**config.mk**
```make
export PLATFORM = sky130hd
export DESIGN_NAME = fifo_read_ctrl
export DESIGN_NICKNAME = d
export VERILOG_FILES = /design/src/rtl/fifo_pkg.sv /design/src/rtl/sync_n.sv /design/src/rtl/fifo_read_ctrl.sv
export SDC_FILE = /design/constraint.sdc
export NUM_CORES = 1
export LEC_CHECK = 0
export ABC_AREA = 0
export ABC_CLOCK_PERIOD_IN_PS = 4300
export CAP_MARGIN = 20
export CORE_ASPECT_RATIO = 0.6
export CORE_UTILIZATION = 53
export CTS_BUF_LIST = sky130_fd_sc_hd__clkbuf_8
export DETAILED_ROUTE_END_ITERATION = 16
export PLACE_DENSITY = 0.91
export SYNTH_ARGS = -nofsm -noshare
export SYNTH_HDL_FRONTEND = slang
export SYNTH_HIERARCHICAL = 1
export SYNTH_SLANG_ARGS = --single-unit
```
**constraint.sdc**
```tcl
create_clock -name read_clock -period 4.3 [get_ports read_clock]
set_input_delay 1.29 -clock read_clock [delete_from_list [all_inputs] [get_ports read_clock]]
set_output_delay 1.29 -clock read_clock [all_outputs]
set_load 0.02 [all_outputs]
```
**src/rtl/fifo_pkg.sv**
```systemverilog
// -----------------------------------------------------------------------------
// fifo_pkg
//   Shared definitions for the dual-clock FIFO (read and write sides).
//   - MIN_SYNC_STAGES : smallest legal clock-domain-crossing chain length.
//   - bin2gray/gray2bin : width-generic pointer conversions. They work on
//     GRAY_MAX_W-bit values. Callers zero-extend narrower pointers and keep
//     the low bits of the result. Zero upper bits stay zero in both
//     directions, so truncating the result is exact.
// -----------------------------------------------------------------------------
package fifo_pkg;

   localparam int MIN_SYNC_STAGES = 2;
   localparam int GRAY_MAX_W      = 32;

   function automatic logic [GRAY_MAX_W-1:0] bin2gray(input logic [GRAY_MAX_W-1:0] bin);
      return bin ^ (bin >> 1);
   endfunction

   // Prefix XOR from the MSB down.
   function automatic logic [GRAY_MAX_W-1:0] gray2bin(input logic [GRAY_MAX_W-1:0] gray);
      logic [GRAY_MAX_W-1:0] bin;
      bin[GRAY_MAX_W-1] = gray[GRAY_MAX_W-1];
      for (int i = GRAY_MAX_W-2; i >= 0; i--) begin
         bin[i] = bin[i+1] ^ gray[i];
      end
      return bin;
   endfunction

endpackage

```
**src/rtl/sync_n.sv**
```systemverilog
// -----------------------------------------------------------------------------
// sync_n
//   N-stage, WIDTH-bit flop chain used to bring a Gray pointer into the local
//   clock domain. The write side of the FIFO uses the same block.
// Ports
//   clk    in   local clock
//   reset  in   synchronous active-high; clears every stage to 0
//   din    in   WIDTH  asynchronous input (must be Gray coded)
//   dout   out  WIDTH  synchronised output (last stage)
// -----------------------------------------------------------------------------
module sync_n
   import fifo_pkg::*;
#(
   parameter int N     = MIN_SYNC_STAGES,
   parameter int WIDTH = 5
) (
   input  logic             clk,
   input  logic             reset,
   input  logic [WIDTH-1:0] din,
   output logic [WIDTH-1:0] dout
);

   logic [WIDTH-1:0] stage_q [N];
   logic [WIDTH-1:0] stage_d [N];

   always_comb begin
      stage_d[0] = din;
      for (int i = 1; i < N; i++) begin
         stage_d[i] = stage_q[i-1];
      end
   end

   always_ff @(posedge clk) begin
      for (int i = 0; i < N; i++) begin
         if (reset) begin
            stage_q[i] <= '0;
         end else begin
            stage_q[i] <= stage_d[i];
         end
      end
   end

   assign dout = stage_q[N-1];

endmodule

```
**src/rtl/fifo_read_ctrl.sv**
```systemverilog
// -----------------------------------------------------------------------------
// fifo_read_ctrl
//   Read-side pointer and flag generator for the dual-clock FIFO. It runs
//   entirely in the read clock domain. It owns the binary RAM read address
//   and the Gray read pointer sent to the write side. It synchronises the
//   incoming Gray write pointer and produces registered empty, almost-empty,
//   occupancy and underflow.
//
// Handshake: a read is accepted (rd_ok) on any rising edge where read_en=1
//   and empty_flag=0. Only accepted reads advance the pointer. read_en while
//   empty is ignored and has no side effects besides underflow.
//
// Configuration macro: FIFO_RD_UNDERFLOW_EN
//   defined     -> underflow is a sticky flag, set by read_en while empty,
//                  cleared only by reset.
//   not defined -> underflow is tied to 0.
//
// Ports
//   read_clock          in   sole clock
//   reset               in   synchronous active-high
//   read_en             in   read request
//   write_gray_pointer  in   PW  Gray write pointer, unsynchronised
//   almost_empty_level  in   PW  almost-empty threshold (quasi-static)
//   read_addr           out  ADDR_WIDTH binary RAM read address
//   read_gray           out  PW  Gray read pointer to the write domain
//   read_level          out  PW  occupancy seen from the read side
//   empty_flag          out  registered empty
//   almost_empty_flag   out  registered, level <= almost_empty_level
//   underflow           out  sticky underflow (see macro above)
//   (PW = ADDR_WIDTH+1; the extra MSB is the wrap bit)
// -----------------------------------------------------------------------------
module fifo_read_ctrl
   import fifo_pkg::*;
#(
   parameter int ADDR_WIDTH  = 4,
   parameter int SYNC_STAGES = 2
) (
   input  logic                  read_clock,
   input  logic                  reset,
   input  logic                  read_en,
   input  logic [ADDR_WIDTH:0]   write_gray_pointer,
   input  logic [ADDR_WIDTH:0]   almost_empty_level,
   output logic [ADDR_WIDTH-1:0] read_addr,
   output logic [ADDR_WIDTH:0]   read_gray,
   output logic [ADDR_WIDTH:0]   read_level,
   output logic                  empty_flag,
   output logic                  almost_empty_flag,
   output logic                  underflow
);

   localparam int PW = ADDR_WIDTH + 1;
   // A chain shorter than the minimum is not a safe synchroniser, so an
   // undersized setting is raised to the minimum.
   localparam int SYNC_N = (SYNC_STAGES < MIN_SYNC_STAGES) ? MIN_SYNC_STAGES : SYNC_STAGES;

   logic [PW-1:0] rbin_q, rbin_d;
   logic [PW-1:0] rgray_q, rgray_d;
   logic [PW-1:0] level_q, level_d;
   logic          empty_q, empty_d;
   logic          aempty_q, aempty_d;
   logic [PW-1:0] wsync;
   logic          rd_ok;
   logic [GRAY_MAX_W-1:0] rgray_wide;
   logic [GRAY_MAX_W-1:0] wbin_wide;

   sync_n #(
      .N     (SYNC_N),
      .WIDTH (PW)
   ) u_wptr_sync (
      .clk   (read_clock),
      .reset (reset),
      .din   (write_gray_pointer),
      .dout  (wsync)
   );

   // All flags are computed from the next pointer value. Because of this
   // look-ahead, reading the last word raises empty on the same edge that
   // moves the pointer.
   always_comb begin
      rd_ok      = read_en & ~empty_q;
      rbin_d     = rd_ok ? rbin_q + PW'(1) : rbin_q;
      rgray_wide = bin2gray(GRAY_MAX_W'(rbin_d));
      rgray_d    = rgray_wide[PW-1:0];
      wbin_wide  = gray2bin(GRAY_MAX_W'(wsync));
      level_d    = wbin_wide[PW-1:0] - rbin_d;
      empty_d    = (rgray_d == wsync);
      aempty_d   = (level_d <= almost_empty_level);
   end

   always_ff @(posedge read_clock) begin
      if (reset) begin
         rbin_q   <= '0;
         rgray_q  <= '0;
         level_q  <= '0;
         empty_q  <= 1'b1;
         aempty_q <= 1'b1;
      end else begin
         rbin_q   <= rbin_d;
         rgray_q  <= rgray_d;
         level_q  <= level_d;
         empty_q  <= empty_d;
         aempty_q <= aempty_d;
      end
   end

`ifdef FIFO_RD_UNDERFLOW_EN
   logic underflow_q, underflow_d;

   always_comb begin
      underflow_d = underflow_q | (read_en & empty_q);
   end

   always_ff @(posedge read_clock) begin
      if (reset) begin
         underflow_q <= 1'b0;
      end else begin
         underflow_q <= underflow_d;
      end
   end

   assign underflow = underflow_q;
`else
   assign underflow = 1'b0;
`endif

   assign read_addr         = rbin_q[ADDR_WIDTH-1:0];
   assign read_gray         = rgray_q;
   assign read_level        = level_q;
   assign empty_flag        = empty_q;
   assign almost_empty_flag = aempty_q;

endmodule
```
* Word-level counts from Yosys, hierarchy flattened
Memory sizes are Yosys's and may differ from the RTL's. Index checks and enable logic that the tools add are counted.
Word-level totals: register bits 17, RAM bits 10, input bits 13, output and inout bits 17, logic and storage cells 25, memories 1
Memories:
- u_wptr_sync.stage_q | depth 2, width 5, read ports 2, clocked after memory_dff 0, write ports 2, line sync_n.sv:23 | logic [WIDTH-1:0] stage_q [N];
Operators by class: add/sub/neg operators 2, magnitude comparators 1, equal/unequal tests 1, mux-type cells 6, bitwise gates (word level) 9
Operator list (number):
- two-way mux 5 bit | 3
- adder 5 x 1 -> 5 bit, second input constant | 1
- equality test 5 bit | 1
- <= comparator 5 bit | 1
- subtractor 5 bit | 1
- XOR 5 x 4 -> 5 bit | 1
- XOR 1 bit | 4
- two-way mux 1 bit | 3
- bitwise OR 1 bit | 2
- bitwise AND 1 bit | 1
- NOT 1 bit | 1

* Depth between registers and ports, before layout
An unclocked memory read counts as a cell.
word-level depth 7, depth in mapped cells 14

* Cells and area by module
Netlist, hierarchy kept.
By module, submodules not included:
- fifo_read_ctrl | times used 1, cells each 140, area each 1223.7 sq um
- sync_n | times used 1, cells each 20, area each 262.8 sq um

* Worst setup path after synthesis
OpenSTA, ideal clock, no wires.
path kind input port to flip-flop, start point in read_en, end point reg aempty_q, in the netlist almost_empty_flag, setup time 74 ps, arrival time 3551 ps, required time 4226 ps, slack 675 ps, stages on the path 12, buffers on the path 1, cell sequence nand2b_1 clkbuf_1 mux2i_1 inv_1 fa_1 inv_1 ha_1 nor2b_1 o21a_1 o21a_1 o21a_1 o21ai_0
Between the ends: word-level cells in the longest chain between the ends 4
RTL lines:
- start, declared | line fifo_read_ctrl.sv:40 | input logic read_en,
- bitwise AND 1 bit | line fifo_read_ctrl.sv:80 | rd_ok = read_en & ~empty_q;
- two-way mux 5 bit | line fifo_read_ctrl.sv:81 | rbin_d = rd_ok ? rbin_q + PW'(1) : rbin_q;
- net rbin_d[1] | line fifo_read_ctrl.sv:56 | logic [PW-1:0] rbin_q, rbin_d;
- subtractor 5 bit | line fifo_read_ctrl.sv:85 | level_d = wbin_wide[PW-1:0] - rbin_d;
- net level_d[1] | line fifo_read_ctrl.sv:58 | logic [PW-1:0] level_q, level_d;
- <= comparator 5 bit | line fifo_read_ctrl.sv:87 | aempty_d = (level_d <= almost_empty_level);
- end signal, assigned | line fifo_read_ctrl.sv:102 | aempty_q <= aempty_d;
- end, declared | line fifo_read_ctrl.sv:60 | logic aempty_q, aempty_d;
The timed path passes the listed nets, and every way through them passes these cells. A chain may end at the register's enable or synchronous reset.

* Worst setup path in the final report
Same ends and word-level chain as after synthesis.

==> results.sh <==
export IMPL_power_density_mw_per_mm2=368
export IMPL_power_switching_uw=191
export IMPL_start_kind="input pin"
export IMPL_yosysSeqAreaShare=0.350
export IMPL_synthToLayoutAreaGrowth_pct=25.5
export IMPL_fin_setup_tns_ns=0
export IMPL_min_path_type="reg2reg"
export IMPL_synth_edf_count=0
export IMPL_status="complete, no violations"
export IMPL_internal_power_uw=495
export IMPL_clockPowerShare=0.292
export IMPL_post_cts_buffers=0
export IMPL_tightestPinTransition_ns=0.515
export IMPL_vias=1202
export IMPL_cts_root_buf="clkbuf_8"
export IMPL_antenna_found_initial=0
export IMPL_cts_tree="done"
export IMPL_p_seq_frac=0.398
export IMPL_die_area_mm2=0.00303
export IMPL_ant_nets=0
export IMPL_clk_latency_ns=0.27
export IMPL_fmax_ghz=0.252
export IMPL_portBuffers=28
export IMPL_drc_errors=0
export IMPL_crit_type="in2reg"
export IMPL_clockBufferDepth=2
export IMPL_grt_start_max_net_pins=21
export IMPL_swShare=0.278
export IMPL_drive_above_1_share=0.0798
export IMPL_synth_seq_cells=26
export IMPL_cp_max_fo=5
export IMPL_final_area_mm2=0.00187
export IMPL_fp_row_count=14
export IMPL_dieWidth_um=70.4
export IMPL_fin_crit_ns=3.97
export IMPL_dpl_hpwl_um=2440
export IMPL_nets=213
export IMPL_endpoint_kind="flop"
export IMPL_wl_per_cell_um=14.4
export IMPL_ir_drop_mv=0.260
export IMPL_cts_resized=0
export IMPL_die_h_um=43.0
export IMPL_slew_headroom=0.656
export IMPL_syn_nets=184
export IMPL_overflow=0
export IMPL_place_ws_ns=0.0578
export IMPL_first_global_vias=1120
export IMPL_layout_commonest_cell="clkdlybuf4s50_1"
export IMPL_netlist_instances=160
export IMPL_setup_viol=0
export IMPL_n_antenna_cell=0
export IMPL_first_pass_iters=4
export IMPL_finalClockSkew_ns=0.00137
export IMPL_crit_arrival_ns=4.13
export IMPL_groute_usage_overall=0.236
export IMPL_yosysWarnings=6
export IMPL_holdPathStages=1
export IMPL_dpl_instance_area_mm2=0.00179
export IMPL_fin_crit_sh=0.924
export IMPL_setup_slack_ns=0.325
export IMPL_syn_area_per_cell_um2=9.29
export IMPL_synth_top_area_cell="dfxtp_1"
export IMPL_p_comb_frac=0.310
export IMPL_holdWs_ns=0.441
export IMPL_synth_area_leaders="dfxtp_1 (35%), ha_1 (8.4%), nor2b_1 (7.2%)"
export IMPL_numCtsBuffers=3
export IMPL_ys_flop_type="dfxtp_1"
export IMPL_ys_types=35
export IMPL_yosysTopAreaCellShare=0.350
export IMPL_htreeDepth=1
export IMPL_grt_first_pass_wirelength_um=5350
export IMPL_hold_viol_final=0
export IMPL_gp_congestion=0.852
export IMPL_drt_iter0_markers=168
export IMPL_rsz0062_at_grt="false"
export IMPL_p_leak_nw=0.800
export IMPL_netlist_area_mm2=0.00149
export IMPL_vias_per_cell=5.46
export IMPL_rr_worst_depth=11
export IMPL_wirelength_um=3170
export IMPL_cts_sinks=26
export IMPL_ios=30
export IMPL_max_cap_violations=0
export IMPL_cts_hold_repair_buffers=0
export IMPL_slew_violations=0
export IMPL_cts_clk_slew_worst_paths_ns=0.09
export IMPL_start_util=0.577
export IMPL_core_area_mm2=0.00257
export IMPL_async_reset_ff_frac=0
export IMPL_layout_common_cells="clkdlybuf4s50_1 (28), dfxtp_1 (26), nor2b_1 (17)"
export IMPL_worstPathRequired_ns=4.46
worst paths after layout:
path	start	to	slack (ns)
max	read_en	almost_empty_flag	0.33
min	u_wptr_sync/stage_q[0][3]	u_wptr_sync/stage_q[1][3]	0.44
min reg2reg	u_wptr_sync/stage_q[0][3]	u_wptr_sync/stage_q[1][3]	0.44
max reg2reg	rbin_q[0]	almost_empty_flag	1.03
area by class of cell:
type / count / area [um2]
clock buffer: 3 / 41.3
timing repair buffer: 33 / 318
fill: 182 / 709
inverter: 11 / 41.3
tap: 32 / 40.0
sequential: 26 / 520
multi-input combinational: 114 / 875
clock inverter: 1 / 30.0
metrics by stage:
step           power [mW]  utilization  instances
4_1_cts             0.689        0.724        220
3_3_place_gp        0.475        0.697        216
6_report            0.687        0.724        220
5_1_grt             0.726        0.724        220
2_1_floorplan       0.415            -        160
3_5_place_dp        0.488        0.697        216
layer usage:
metal / track usage / up-vias / wire, um
met5: 0 / - / 0
met4: 0.0680 / 0 / 62
met2: 0.381 / 63 / 1430
li1: - / 582 / -
met3: 0.0736 / 6 / 280
met1: 0.304 / 551 / 1400
kinds of logic (layout without fill, tap and decap cells):
logic type	Yosys count	after routing	synth area share
simple gates	54	54	0.209
flops	26	26	0.350
xor+xnor	23	23	0.145
compound gates	22	22	0.114
buf+inv	20	48	0.0614
fa+ha+maj	11	11	0.0976
mux	3	3	0.0202
other cells	1	1	0.00252
flip-flops by register name, summed over array words and instances, names as in the netlist:
register,flops
u_wptr_sync/stage_q,10
rbin_q,5
read_gray,4
almost_empty_flag,1
read_level,5
empty_flag,1
worst max-delay path, stage by stage:
cell and delay (ns):
clkdlybuf4s50_1 0.48, and2b_4 0.23, xnor2_1 0.26, inv_1 0.08, ha_1 0.21, fa_1 0.40
inv_1 0.07, a21o_1 0.10, a21oi_1 0.07, xor2_1 0.16, ha_1 0.32, and3_1 0.18
a31oi_1 0.16, o21ai_0 0.10
Yosys cell counts (2+ instances only):
master / n
mux2i_1: 3
dfxtp_1: 26
xor2_1: 12
a21oi_1: 5
ha_1: 10
a21o_1: 2
nand3_1: 2
and3_1: 2
clkbuf_1: 4
o21a_1: 3
nand3b_1: 3
nand4b_1: 3
nor2b_1: 17
buf_4: 4
o21ai_0: 5
a31oi_1: 3
inv_1: 11
nor3_1: 3
nand2_1: 3
nor2_1: 15
xnor2_1: 10
power groups by stage:
stage	Clock, mW	Sequential [mW]	Combinational [mW]
CTS	0.203	0.274	0.213
floorplan	0	0.296	0.120
global route	0.218	0.277	0.231
detailed placement	0	0.279	0.209
global placement	0	0.278	0.197
finish	0.201	0.273	0.213
No activity file was read; power rests on OpenSTA's default activity.
